[src/rtl/parking_controller_n.sv]
// -----------------------------------------------------------------------------
// parking_controller_n
//
// Purpose:
//   N-slot parking lot controller. It turns entry and exit sensor pulses into
//   slot allocation and release. It reports the free capacity and the
//   lowest-index free slot. It drives the door, full and reject lights.
//   All outputs are registered and reflect the effect of an event at the same
//   clock edge that detects the event.
//
// Parameters:
//   SLOTS      number of parking slots (>= 2)
//   IDX_W      slot index width
//   CNT_W      free-count width
//   DOOR_HOLD  cycles the door light stays high after an accepted event (>= 1)
//
// Ports:
//   clk              in   1      rising-edge clock
//   rst              in   1      synchronous active-high reset
//   entry_sensor     in   1      car at entry gate (level; rising edge = request)
//   exit_sensor      in   1      car at exit gate (level; rising edge = request)
//   exit_slot        in   IDX_W  slot being vacated, sampled with the exit edge
//   lock_en          in   1      maintenance lock: entries rejected, exits allowed
//   parking_slots    out  SLOTS  bit i set -> slot i occupied
//   capacity         out  CNT_W  number of free slots
//   best_place       out  IDX_W  lowest-index free slot, 0 when full
//   full_light       out  1      high when capacity is 0
//   door_open_light  out  1      door open
//   reject_light     out  1      one-cycle pulse on any rejected request
// -----------------------------------------------------------------------------
module parking_controller_n #(
    parameter int SLOTS     = 8,
    parameter int IDX_W     = $clog2(SLOTS),
    parameter int CNT_W     = $clog2(SLOTS + 1),
    parameter int DOOR_HOLD = 4
) (
    input  logic             clk,
    input  logic             rst,
    input  logic             entry_sensor,
    input  logic             exit_sensor,
    input  logic [IDX_W-1:0] exit_slot,
    input  logic             lock_en,
    output logic [SLOTS-1:0] parking_slots,
    output logic [CNT_W-1:0] capacity,
    output logic [IDX_W-1:0] best_place,
    output logic             full_light,
    output logic             door_open_light,
    output logic             reject_light
);

    localparam int               TMR_W     = $clog2(DOOR_HOLD + 1);
    localparam logic [TMR_W-1:0] HOLD_LD   = TMR_W'(DOOR_HOLD);
    localparam logic [CNT_W-1:0] SLOTS_CNT = CNT_W'(SLOTS);

    typedef enum logic [0:0] {
        DOOR_CLOSED = 1'b0,
        DOOR_OPEN   = 1'b1
    } door_state_e;

    // Number of free slots in an occupancy vector.
    function automatic logic [CNT_W-1:0] count_free(input logic [SLOTS-1:0] occ);
        logic [CNT_W-1:0] n;
        n = SLOTS_CNT;
        for (int i = 0; i < SLOTS; i++) begin
            n = n - CNT_W'(occ[i]);
        end
        return n;
    endfunction

    // Lowest-index free slot; 0 when there is no free slot.
    function automatic logic [IDX_W-1:0] lowest_free(input logic [SLOTS-1:0] occ);
        logic [IDX_W-1:0] idx;
        logic             found;
        idx   = '0;
        found = 1'b0;
        for (int i = 0; i < SLOTS; i++) begin
            if (!occ[i] && !found) begin
                idx   = IDX_W'(i);
                found = 1'b1;
            end else begin
                found = found;
            end
        end
        return idx;
    endfunction

    // Registered state
    logic              entry_prev_q, exit_prev_q;
    logic [SLOTS-1:0]  slots_q, slots_d;
    logic [CNT_W-1:0]  capacity_q, capacity_d;
    logic [IDX_W-1:0]  best_q, best_d;
    logic              full_q, full_d;
    logic              reject_q, reject_d;
    logic              door_light_q, door_light_d;
    logic [TMR_W-1:0]  timer_q, timer_d;
    door_state_e       door_state_q, door_state_d;

    // Combinational helpers
    logic              entry_ev_s, exit_ev_s;
    logic              entry_ok_s, exit_ok_s;
    logic [SLOTS-1:0]  entry_mask_s, exit_hit_s;

    // Event detection, acceptance and the next slot vector with derived status.
    always_comb begin
        entry_ev_s   = entry_sensor & ~entry_prev_q;
        exit_ev_s    = exit_sensor & ~exit_prev_q;
        entry_mask_s = '0;
        exit_hit_s   = '0;
        // Decoding exit_slot against each slot index makes an out-of-range
        // exit_slot hit nothing, so it is rejected like an empty slot.
        for (int i = 0; i < SLOTS; i++) begin
            entry_mask_s[i] = (best_q == IDX_W'(i));
            exit_hit_s[i]   = (exit_slot == IDX_W'(i));
        end
        // Both events are judged against the pre-edge state.
        entry_ok_s = entry_ev_s & ~full_q & ~lock_en;
        exit_ok_s  = exit_ev_s & (|(slots_q & exit_hit_s));

        slots_d = slots_q;
        if (entry_ok_s) begin
            slots_d = slots_d | entry_mask_s;
        end else begin
            slots_d = slots_d;
        end
        if (exit_ok_s) begin
            slots_d = slots_d & ~exit_hit_s;
        end else begin
            slots_d = slots_d;
        end

        reject_d   = (entry_ev_s & ~entry_ok_s) | (exit_ev_s & ~exit_ok_s);
        capacity_d = count_free(slots_d);
        best_d     = lowest_free(slots_d);
        full_d     = (capacity_d == '0);
    end

    // Door FSM next state: any accepted event (re)loads the hold timer.
    always_comb begin
        door_state_d = door_state_q;
        timer_d      = timer_q;
        case (door_state_q)
            DOOR_CLOSED: begin
                if (entry_ok_s || exit_ok_s) begin
                    door_state_d = DOOR_OPEN;
                    timer_d      = HOLD_LD;
                end else begin
                    timer_d      = '0;
                end
            end
            DOOR_OPEN: begin
                if (entry_ok_s || exit_ok_s) begin
                    timer_d = HOLD_LD;
                end else if (timer_q <= TMR_W'(1)) begin
                    timer_d      = '0;
                    door_state_d = DOOR_CLOSED;
                end else begin
                    timer_d = timer_q - TMR_W'(1);
                end
            end
            default: begin
                door_state_d = DOOR_CLOSED;
                timer_d      = '0;
            end
        endcase
        // Light follows the timer value that this edge loads.
        door_light_d = (timer_d != '0);
    end

    // State and output registers with synchronous reset.
    always_ff @(posedge clk) begin
        if (rst) begin
            // History loads the live levels so a sensor held through reset is no event.
            entry_prev_q <= entry_sensor;
            exit_prev_q  <= exit_sensor;
            slots_q      <= '0;
            capacity_q   <= SLOTS_CNT;
            best_q       <= '0;
            full_q       <= 1'b0;
            reject_q     <= 1'b0;
            door_light_q <= 1'b0;
            timer_q      <= '0;
            door_state_q <= DOOR_CLOSED;
        end else begin
            entry_prev_q <= entry_sensor;
            exit_prev_q  <= exit_sensor;
            slots_q      <= slots_d;
            capacity_q   <= capacity_d;
            best_q       <= best_d;
            full_q       <= full_d;
            reject_q     <= reject_d;
            door_light_q <= door_light_d;
            timer_q      <= timer_d;
            door_state_q <= door_state_d;
        end
    end

    assign parking_slots   = slots_q;
    assign capacity        = capacity_q;
    assign best_place      = best_q;
    assign full_light      = full_q;
    assign door_open_light = door_light_q;
    assign reject_light    = reject_q;

endmodule

[config.mk]
export PLATFORM = sky130hd
export DESIGN_NAME = parking_controller_n
export DESIGN_NICKNAME = d
export VERILOG_FILES = /design/src/rtl/parking_controller_n.sv
export SDC_FILE = /design/constraint.sdc
export NUM_CORES = 1
export LEC_CHECK = 0
export CORE_MARGIN = 4
export CORE_UTILIZATION = 46
export DETAILED_ROUTE_END_ITERATION = 10
export PLACE_DENSITY_LB_ADDON = 0.25
export SLEW_MARGIN = 20
export SYNTH_ARGS = -nofsm -noshare
export SYNTH_HDL_FRONTEND = slang
export SYNTH_SLANG_ARGS = --single-unit
[constraint.sdc]
create_clock -name clk -period 4.2 [get_ports clk]
set_clock_uncertainty 0.2 [all_clocks]
set_input_delay 0.84 -clock clk [delete_from_list [all_inputs] [get_ports clk]]
set_output_delay 0.84 -clock clk [all_outputs]
set_load 0.02 [all_outputs]
* After elaboration in Yosys (flattened, before gate mapping) *
Cells that the tools add are included.

storage, ports and cells
  flip-flop bits (word level) = 24
  bits of input ports = 8
  output and inout bits = 18
  logic and storage cells = 103

operators by class
  add/subtract/negate cells = 9
  order comparisons = 1
  eq/ne operators = 14
  muxes and demuxes = 24
  bitwise logic cells = 19
  reductions and logical operators = 26

operator list
  cell                 number
  $sub 4x1->4          7
  $mux 3               9
  $eq 3x3->1 const B   8
  $and 8x8->8          2
  $mux 8               2
  $logic_not 1->1      13
  $eq 3x2->1 const B   4
  $mux 1               11
  $not 8->8            1
  $or 8x8->8           1
  $reduce_or 8->1      1
  $and 1x1->1          7
  $logic_and 1x1->1    7
  $not 1->1            7
  $eq 3x1->1 const B   2
  $logic_not 3->1      2
  $pmux 3 s2           1
  $logic_not 4->1      1
  $sub 4x1->4 const A  1
  $le 3x1->1 const B   1
  $reduce_bool 3->1    1
  $sub 3x1->3 const B  1
  $pmux 1 s2           1
  $logic_or 1x1->1     1
  $or 1x1->1           1

* Logic depth before layout (Yosys ltp) *
Gate-level depths: netlist (run 1).

  word-level depth = 28
  mapped depth = 14
  depth with buffers taken out = 13

* Worst setup path after synthesis (run 1) *
No wires, ideal clock.

  path kind = input -> register
  from = input lock_en
  to = register capacity_q[3] (netlist: capacity[3])
  library setup time = 0.123 ns
  arrival = 4.025 ns
  data required time = 3.877 ns
  setup slack = -0.148 ns
  cell stages on the path = 11
  cells stage by stage = or4b_1 > buf_2 > o41a_1 > fa_1 > ha_1 > inv_1 > fa_1 > inv_1 > fa_1 > ha_1 > or2_2

on the way
  cells in the longest elaborated chain, start to end = 13

ends and longest elaborated chain
  item                      RTL line  text
  from (decl)               42        input logic lock_en,
  $not 1->1 (*)             116       entry_ok_s = entry_ev_s & ~full_q & ~lock_en;
  $and 1x1->1 (*)           116
  $mux 8 (*)                120       if (entry_ok_s) begin
  $and 8x8->8               126       slots_d = slots_d & ~exit_hit_s;
  $mux 8 (*)                125       if (exit_ok_s) begin
  $sub 4x1->4 (7 in a row)  65        n = n - CNT_W'(occ[i]);
  $sub 4x1->4 (*)           65
  net capacity_d[3]         90        logic [CNT_W-1:0] capacity_q, capacity_d;
  to (signal assigned)      187       capacity_q <= capacity_d;
  to (decl)                 90

The timed path passes the listed nets; every way through them passes the cells marked *.
A chain may end at the register's enable or synchronous reset.

* Final worst setup path (run 1) *
Same ends and word-level chain as after synthesis.

==> impl_metrics.env, run 1 <==
export IMPL_totalWireLength_um=3640
export IMPL_final_max_slew_viol_count=0
export IMPL_path_class="in -> reg"
export IMPL_dp_cells=222
export IMPL_coreArea_sq_mm=0.00276
export IMPL_cpPeakStageDelay_ps=630
export IMPL_pin_count=26
export IMPL_cts_buffers=3
export IMPL_synth_distinct_cells=45
export IMPL_overflow=0
export IMPL_nNetsFinal=223
export IMPL_dp_hpwl_um=2820
export IMPL_clock_latency_ps=330
export IMPL_powerDensity_mw_per_mm2=247
export IMPL_synth_seq_cells=24
export IMPL_start_kind="primary input"
export IMPL_pwr_share_comb_pct=15.4
export IMPL_die_w_um=61.8
export IMPL_n_fill_cell=222
export IMPL_initial_core_util_pct=48.3
export IMPL_regArea_sq_um=480
export IMPL_first_global_vias=1323
export IMPL_die_y_um=61.8
export IMPL_synth_main_ff_cell="dfxtp_1"
export IMPL_setup_ws_ps=75.4
export IMPL_setup_tns_ps=0
export IMPL_root_buffer="clkbuf_4"
export IMPL_syn_num_nets=169
export IMPL_synth_area_leaders="dfxtp_1 36%, ha_1 8.5%, fa_1 6.0%, inv_1 5.1%, nor2_1 3.4%"
export IMPL_synth_top_area_share_pct=36.1
export IMPL_async_reset_ff_share_pct=0
export IMPL_drc_errors=0
export IMPL_fmax_ghz=0.242
export IMPL_synth_area_sq_mm=0.00133
export IMPL_ys_seq_area_share_pct=36.1
export IMPL_htree_num_levels=1
export IMPL_die_area_sq_mm=0.00382
export IMPL_yosys_warnings=0
export IMPL_critical_path_slowest_cell="or4b_4"
export IMPL_drive_gt1_share_pct=29.9
export IMPL_maxSlewHeadroom_pct=51.0
export IMPL_fin_cells=232
export IMPL_final_setup_viol_count=0
export IMPL_p_clk_share_pct=35.2
export IMPL_syn_area_per_cell_sq_um=9.00
export IMPL_drv_cap=0
export IMPL_synth_cells=148
export IMPL_p_leak_nw=0.796
export IMPL_grt_max_degree=23
export IMPL_pwr_share_seq_pct=49.3
export IMPL_status="finished, final reports clean"
export IMPL_routedWlPerCell_um=15.7
export IMPL_num_vias=1312
export IMPL_grt_pass1_wl_um=5760
export IMPL_synth_edff_count=0
export IMPL_fin_hold_ws_ps=308
export IMPL_clock_sinks=24
export IMPL_grtUsageTotal_pct=20.8
export IMPL_cp_max_fo=7
export IMPL_power_share_switching_pct=24.0
export IMPL_ir_drop_mv=0.286
export IMPL_period_minus_slack_ps=4120
export IMPL_clk_pin_slew_ps=130
export IMPL_switchingPower_uw=117
export IMPL_detail_route_vias_per_cell=5.66
export IMPL_end_kind="flop"
export IMPL_required_ps=4230
export IMPL_drtIter0Drc=95
export IMPL_place_area_sq_mm=0.00184
export IMPL_power_internal_uw=369
export IMPL_crit_top_cell="inv_2"
export IMPL_crit_start="lock_en"
export IMPL_row_count=19
export IMPL_n_antenna_cell=0
export IMPL_netlist_top_cells_count="24 x dfxtp_1, 18 x inv_1, 12 x nor2_1, 9 x ha_1, 8 x a21oi_1"
export IMPL_io_buffers=25
export IMPL_synth_most_common_cell="dfxtp_1"
export IMPL_area_delta_synth_final_pct=47.7
export IMPL_gp_congestion=0.903
export IMPL_cts_buffer_depth=2
export IMPL_antenna_found_initial=0
export IMPL_multiInputGateArea_sq_um=851
export IMPL_ant_nets=0
export IMPL_critPathArrivalTime_ps=4150
export IMPL_hold_buffers=0
export IMPL_yosysTopAreaCell="dfxtp_1"
export IMPL_path_cells="buf_2 -> or4b_4 -> nor4_4 -> o22a_1 -> inv_2 -> fa_1 -> ha_2 -> inv_2 -> fa_1 -> inv_2 -> fa_2 -> ha_4 -> or2_2"
export IMPL_worstMarginPinSlew_ps=733
export IMPL_period_share_pct=98.2
export IMPL_hold_path_class="reg -> reg"
export IMPL_final_cell_area_sq_mm=0.00197
export IMPL_cts_tree="done"
export IMPL_r2r_start="entry_prev_q$_DFF_P_"
export IMPL_firstDrtPassIters=4
export IMPL_hold_viol=0
export IMPL_min_delay_start="timer_q[0]$_SDFF_PP0_"
export IMPL_dp_worst_setup_slack_ps=-618
==> placed cells by master, fill, tap and decap left out, drive strengths merged, types with 2 or more instances in the layout <==
cell type / n
ha: 9
nor4b: 6
dfxtp: 24
nor3b: 2
nand2: 6
nand4: 2
buf: 33
clkbuf: 4
a21oi: 8
or2: 2
o21ai: 6
nand3: 3
dlygate4sd2: 2
fa: 4
o22a: 2
nor3: 2
a22o: 2
nor2b: 4
o22ai: 2
nand3b: 3
inv: 18
nor4: 4
clkdlybuf4s50: 19
nor2: 12
==> metal layers <==
metal / GRT usage [%] / vias up / routed length (um)
li1: - / 628 / -
met1: 23.3 / 618 / 1480
met2: 37.1 / 53 / 1820
met3: 3.31 / 13 / 196
met4: 12.1 / 0 / 138
met5: 0 / - / 0
==> cell families (layout without fill, tap and decap cells) <==
| group | Yosys count | count (layout) | synth area share, % |
|---|---|---|---|
| buf+inv | 25 | 78 | 7.14 |
| fa+ha+maj | 13 | 13 | 14.5 |
| simple gates | 51 | 51 | 23.2 |
| xor+xnor | 1 | 1 | 0.658 |
| mux | 2 | 2 | 1.60 |
| compound gates | 32 | 32 | 16.8 |
| flops | 24 | 24 | 36.1 |
==> final timing paths <==
check                      endpoint  slack, ps  depth (start not counted)
max          capacity[3]$_SDFF_PP1_         80                         13
min           timer_q[0]$_SDFF_PP0_        310                          1
max reg2reg  capacity[3]$_SDFF_PP1_        370                         12
min reg2reg   timer_q[0]$_SDFF_PP0_        310                          1
==> through the flow <==
stage          power, mW  utilization, %
6_report           0.486            71.3
4_1_cts            0.490            70.4
3_3_place_gp       0.313            66.6
3_5_place_dp       0.316            66.6
2_1_floorplan      0.280               -
5_1_grt            0.508            71.3
==> critical path, delay by kind of cell <==
| kind | cells | cell delay [ps] |
|---|---|---|
| simple gates | 3 | 1100 |
| buf+inv | 4 | 260 |
| fa+ha+maj | 5 | 1750 |
| compound gates | 1 | 220 |
==> power groups by stage <==
stage               Sequential [mW]  Clock [mW]  Combinational (mW)
global route                  0.240       0.185              0.0824
CTS                           0.240       0.175              0.0751
detailed placement            0.245           0              0.0716
global placement              0.244           0              0.0685
finish                        0.240       0.171              0.0751
floorplan                     0.249           0              0.0319
==> area by class of cell <==
type	count	share of cell area (%)
multi-input combinational	99	43.3
sequential	24	24.4
timing repair buffer	56	24.2
inverter	18	3.44
tap	31	1.97
clock inverter	1	1.53
clock buffer	3	1.15
==> sequential cells by signal (all words and copies together), names as in the netlist <==
name / cells
parking_slots: 8
capacity: 4
best_place: 3
timer_q: 3
door_open_light: 1
door_state_q: 1
entry_prev_q: 1
exit_prev_q: 1
full_light: 1
reject_light: 1
==> repair_timing <==
action / in CTS / in global routing
setup buffers: 4 / 3
pin swaps: 13 / 9
resized for setup: 22 / 5
endpoints found under the setup margin: 4 / 3
No activity file was read; power rests on OpenSTA's default activity.
==> run 2, diff against run 1 <==
--- a/config.mk
+++ b/config.mk
@@ -13,3 +13,4 @@
 export SYNTH_ARGS = -nofsm -noshare
 export SYNTH_HDL_FRONTEND = slang
 export SYNTH_SLANG_ARGS = --single-unit
+export TNS_END_PERCENT = 20
==> run 2 against run 1 <==
  * First-iteration DRC count fell by 25%
  * Count of clock-buffer cells in the layout did not move
  * Sequential share of layout area fell by 0.25 points
  * Die area did not move
  * Register-to-register slack got worse by 50 ps
  * Setup slack improved by 21 ps
  * Largest cell class unchanged
  * Highest routed layer unchanged
==> impl_metrics.env, run 2 (synthesis gave the netlist of run 1 again) <==
export IMPL_overflow=0
export IMPL_required_ps=4230
export IMPL_rsz0062_at_grt="no"
export IMPL_coreArea_sq_mm=0.00276
export IMPL_first_global_vias=1337
export IMPL_path_cells="buf_6 -> or4b_4 -> buf_12 -> nor4_4 -> o22ai_1 -> buf_4 -> fa_1 -> ha_2 -> inv_2 -> fa_1 -> inv_2 -> fa_2 -> ha_4 -> or2_2"
export IMPL_period_minus_slack_ps=4100
export IMPL_final_setup_viol_count=0
export IMPL_hold_buffers=0
export IMPL_clock_sinks=24
export IMPL_regArea_sq_um=480
export IMPL_status="finished, final reports clean"
export IMPL_multiInputGateArea_sq_um=860
export IMPL_drtIter0Drc=71
export IMPL_clk_pin_slew_ps=140
export IMPL_cts_tree="done"
export IMPL_worstMarginPinSlew_ps=752
export IMPL_p_leak_nw=0.798
export IMPL_nNetsFinal=222
export IMPL_die_w_um=61.8
export IMPL_period_share_pct=97.7
export IMPL_cts_buffers=3
export IMPL_firstDrtPassIters=4
export IMPL_cts_buffer_depth=2
export IMPL_n_antenna_cell=0
export IMPL_totalWireLength_um=3660
export IMPL_antenna_found_initial=0
export IMPL_clock_latency_ps=330
export IMPL_hold_path_class="reg -> reg"
export IMPL_fmax_ghz=0.244
export IMPL_critical_path_slowest_cell="or4b_4"
export IMPL_cpPeakStageDelay_ps=560
export IMPL_ir_drop_mv=0.287
export IMPL_grt_max_degree=23
export IMPL_grtUsageTotal_pct=21.0
export IMPL_ant_nets=0
export IMPL_io_buffers=25
export IMPL_pin_count=26
export IMPL_drive_gt1_share_pct=29.5
export IMPL_layout_common_cells="27 x buf_4, 24 x dfxtp_1, 19 x clkdlybuf4s50_1"
export IMPL_layout_commonest_cell="buf_4"
export IMPL_dp_hpwl_um=2820
export IMPL_powerDensity_mw_per_mm2=247
export IMPL_n_fill_cell=216
export IMPL_largest_register_ffs=8
export IMPL_total_power_uw=490
export IMPL_final_max_slew_viol_count=0
export IMPL_row_count=19
export IMPL_num_vias=1313
export IMPL_routedWlPerCell_um=15.8
export IMPL_drv_cap=0
export IMPL_gp_congestion=0.903
export IMPL_start_kind="primary input"
export IMPL_detail_route_vias_per_cell=5.68
export IMPL_initial_core_util_pct=48.3
export IMPL_end_kind="flop"
export IMPL_die_area_sq_mm=0.00382
export IMPL_cp_max_fo=5
export IMPL_final_cell_area_sq_mm=0.00199
export IMPL_root_buffer="clkbuf_4"
export IMPL_path_class="in -> reg"
export IMPL_maxSlewHeadroom_pct=49.7
export IMPL_hold_viol=0
export IMPL_htree_num_levels=1
export IMPL_die_y_um=61.8
export IMPL_drc_errors=0
export IMPL_place_area_sq_mm=0.00184
export IMPL_critPathArrivalTime_ps=4140
export IMPL_grt_pass1_wl_um=5800
export IMPL_area_delta_synth_final_pct=49.2
==> run 2: cell types whose count changed in the layout (fill, tap and decap cells not counted) <==
cell / change
buf_4: -2
buf_12: +1
buf_2: -1
buf_6: +1
nor4_2: -1
nor4_4: +1
==> run 2: worst max-delay path, delay by kind of cell <==
| kind | cells | cell delay, ps |
|---|---|---|
| compound gates | 1 | 100 |
| fa+ha+maj | 5 | 1780 |
| buf+inv | 5 | 500 |
| simple gates | 3 | 940 |
==> run 2: where the power goes <==
part	switching [mW]	total (mW)	internal, mW
combinational	0.0375	0.0777	0.0402
sequential	0.00527	0.240	0.235
clock	0.0754	0.172	0.0966
==> run 2: worst paths after layout <==
path,from,endpoint,depth (start not counted),slack [ps]
max,lock_en,capacity[3]$_SDFF_PP1_,14,100
min,timer_q[0]$_SDFF_PP0_,timer_q[0]$_SDFF_PP0_,1,310
max reg2reg,entry_prev_q$_DFF_P_,capacity[3]$_SDFF_PP1_,13,320
min reg2reg,timer_q[0]$_SDFF_PP0_,timer_q[0]$_SDFF_PP0_,1,310
==> run 2: timing repair <==
| item | 4_1_cts | 5_1_grt |
|---|---|---|
| setup buffers | 4 | 1 |
| setup endpoints to repair | 4 | 3 |
| cloned | 0 | 0 |
| pin swaps | 12 | 10 |
| resized for setup | 24 | 5 |
==> run 2: metrics by stage <==
step | hold WS (ps) | setup slack (ps) | TNS [ps] | utilization [%] | instances
2_1_floorplan | 252 | 51.2 | 0 | - | 148
3_3_place_gp | 270 | -503 | -1800 | 66.6 | 222
3_5_place_dp | 286 | -618 | -2250 | 66.6 | 222
4_1_cts | 308 | 17.4 | 0 | 71.3 | 230
5_1_grt | 327 | 5.95 | 0 | 72.0 | 231
6_report | 309 | 96.2 | 0 | 72.0 | 231
==> run 2: final cells by class <==
cell class              instances  share of cell area, %
clock buffers                   3                   1.13
clock inverters                 1                   1.51
inverters                      18                   3.40
multi-input cells              99                   43.3
flip-flops and latches         24                   24.2
well taps                      31                   1.95
repair buffers                 55                   24.5
==> run 2: routing by layer <==
metal | GRT usage, % | wire length (um) | up-vias
li1 | - | - | 626
met1 | 23.5 | 1510 | 613
met2 | 36.9 | 1810 | 55
met3 | 3.31 | 191 | 19
met4 | 12.7 | 145 | 0
met5 | 0 | 0 | -
==> run 3, diff against run 2 <==
--- a/config.mk
+++ b/config.mk
@@ -5,6 +5,7 @@
 export SDC_FILE = /design/constraint.sdc
 export NUM_CORES = 1
 export LEC_CHECK = 0
+export ABC_CLOCK_PERIOD_IN_PS = 3400
 export CORE_MARGIN = 4
 export CORE_UTILIZATION = 46
 export DETAILED_ROUTE_END_ITERATION = 10
==> constraint.sdc (replaced) <==
create_clock -name clk -period 3.4 [get_ports clk]
set_clock_uncertainty 0.2 [all_clocks]
set_input_delay 0.68 -clock clk [delete_from_list [all_inputs] [get_ports clk]]
set_output_delay 0.68 -clock clk [all_outputs]
set_load 0.02 [all_outputs]
==> run 3 against run 2 <==
  * The run now ends with setup timing left
  * First-iteration DRC count fell by 4.2%
  * Global-route usage rose by 2.4 points
  * Setup slack got worse by 640 ps
  * Register-to-register slack got worse by 790 ps
  * Final cell count rose by 8.7%
  * Critical path type unchanged
  * Clock power rose by 26%
  * Largest cell class unchanged
  * Sequential power rose by 23%
  * Count of clock-buffer cells in the layout did not move
  * Total power rose by 27%
==> impl_metrics.env, run 3 (synthesis gave the netlist of run 1 again) <==
export IMPL_status="finished, violations left"
export IMPL_violations="setup timing"
export IMPL_p_clk_share_pct=34.7
export IMPL_period_minus_slack_ps=3940
export IMPL_layout_commonest_cell="buf_4"
export IMPL_initial_core_util_pct=48.3
export IMPL_period_share_pct=116
export IMPL_layout_common_cells="46 x buf_4, 24 x dfxtp_1, 19 x clkdlybuf4s50_1"
export IMPL_dp_worst_setup_slack_ps=-1270
export IMPL_routedWlPerCell_um=17.5
export IMPL_clk_pin_slew_ps=130
export IMPL_drtIter0Drc=68
export IMPL_die_area_sq_mm=0.00382
export IMPL_grtUsageMet3_pct=4.34
export IMPL_overflow=0
export IMPL_coreArea_sq_mm=0.00276
export IMPL_pwr_share_comb_pct=17.8
export IMPL_ir_drop_mv=0.366
export IMPL_grt_max_degree=23
export IMPL_n_antenna_cell=0
export IMPL_end_kind="flop"
export IMPL_critical_path_slowest_cell="or4b_4"
export IMPL_die_y_um=61.8
export IMPL_first_global_vias=1440
export IMPL_drc_errors=0
export IMPL_grt_pass1_wl_um=6510
export IMPL_row_count=19
export IMPL_cpPeakStageDelay_ps=580
export IMPL_crit_top_cell="inv_2"
export IMPL_met2_usage_pct=42.5
export IMPL_powerDensity_mw_per_mm2=289
export IMPL_pwr_share_seq_pct=47.5
export IMPL_critPathBufInv=5
export IMPL_drive_gt1_share_pct=36.4
export IMPL_root_buffer="clkbuf_4"
export IMPL_hold_viol=0
export IMPL_antenna_found_initial=0
export IMPL_rsz0062_at_grt="yes"
export IMPL_final_max_slew_viol_count=0
export IMPL_busiest_layer="met2"
export IMPL_critPathArrivalTime_ps=3950
export IMPL_cts_buffer_depth=2
export IMPL_num_vias=1439
export IMPL_clock_latency_ps=340
export IMPL_path_class="in -> reg"
export IMPL_fin_hold_ws_ps=283
export IMPL_ant_nets=0
export IMPL_clock_sinks=24
export IMPL_final_setup_viol_count=4
export IMPL_cts_tree="done"
export IMPL_power_share_switching_pct=25.0
export IMPL_required_ps=3410
export IMPL_fmax_ghz=0.254
export IMPL_maxSlewHeadroom_pct=37.3
export IMPL_power_internal_uw=467
export IMPL_die_w_um=61.8
export IMPL_area_delta_synth_final_pct=61.7
export IMPL_detail_route_vias_per_cell=5.73
export IMPL_largest_register_ffs=8
export IMPL_io_buffers=25
export IMPL_start_kind="primary input"
export IMPL_htree_num_levels=1
export IMPL_path_cells="buf_6 -> or4b_4 -> buf_6 -> nor4b_4 -> o21ai_2 -> fa_1 -> ha_2 -> inv_2 -> fa_1 -> inv_2 -> fa_2 -> inv_2 -> ha_4 -> nor2b_4"
export IMPL_hold_buffers=0
export IMPL_dp_hpwl_um=3010
export IMPL_met1_usage_pct=27.1
export IMPL_drv_cap=0
export IMPL_grtUsageTotal_pct=23.3
export IMPL_pin_count=26
export IMPL_cts_buffers=3
export IMPL_nNetsFinal=242
export IMPL_gp_congestion=0.885
export IMPL_p_leak_nw=0.891
export IMPL_switchingPower_uw=155
export IMPL_setup_ws_ps=-542
export IMPL_hold_path_class="in -> reg"
export IMPL_worstMarginPinSlew_ps=937
export IMPL_crit_family="adder cells"
export IMPL_cp_max_fo=4
export IMPL_totalWireLength_um=4400
export IMPL_firstDrtPassIters=4
[run 3: cell types whose count changed in the layout (fill, tap and decap cells not counted), sizes merged]
cell	before	now
dlymetal6s2s	1	0
buf	32	52
clkdlybuf4s15	0	1
[run 3: path summary, 6_finish.rpt]
check                   startpoint                     end  slack (ps)  depth (start not counted)
min reg2reg  timer_q[0]$_SDFF_PP0_   timer_q[0]$_SDFF_PP0_         330                          1
max                        lock_en  capacity[2]$_SDFF_PP0_        -540                         14
min                   entry_sensor    entry_prev_q$_DFF_P_         280                          1
max reg2reg   entry_prev_q$_DFF_P_  capacity[2]$_SDFF_PP0_        -470                         13
[run 3: per-layer routing]
| metal | part of all wire [%] | vias up |
|---|---|---|
| met3 | 5.1 | 11 |
| met5 | 0 | - |
| met2 | 51 | 48 |
| li1 | - | 671 |
| met4 | 2.2 | 0 |
| met1 | 42 | 709 |
[run 3: final cells by class]
| class | count | area, sq um |
|---|---|---|
| Multi-Input combinational cell | 99 | 882 |
| Sequential cell | 24 | 480 |
| Clock inverter | 1 | 30.0 |
| Inverter | 18 | 67.6 |
| Clock buffer | 3 | 22.5 |
| Timing Repair Buffer | 75 | 631 |
| Tap cell | 31 | 38.8 |
| Fill cell | 181 | 606 |
[run 3: repair_timing]
action	4_1_cts	5_1_grt
endpoints found under the setup margin	5	4
gates resized for setup	30	6
setup buffers	7	3
pin swaps	11	8
[run 3: power by group through the flow]
stage / Clock (mW) / Sequential, mW / Combinational [mW]
2_1_floorplan: 0 / 0.307 / 0.0394
3_3_place_gp: 0 / 0.301 / 0.0914
3_5_place_dp: 0 / 0.301 / 0.0947
4_1_cts: 0.214 / 0.295 / 0.104
5_1_grt: 0.227 / 0.296 / 0.119
6_report: 0.216 / 0.295 / 0.111
[run 3: per-stage QoR]
stage / cells / util, % / total power [mW] / area, sq um / setup TNS [ps]
3_3_place_gp: 237 / 70.6 / 0.392 / 1950 / -4670
4_1_cts: 248 / 76.2 / 0.613 / 2100 / -1940
3_5_place_dp: 237 / 70.6 / 0.396 / 1950 / -5260
2_1_floorplan: 148 / - / 0.346 / 1390 / -2210
6_report: 251 / 78.0 / 0.622 / 2150 / -1980
5_1_grt: 251 / 78.0 / 0.643 / 2150 / -2440
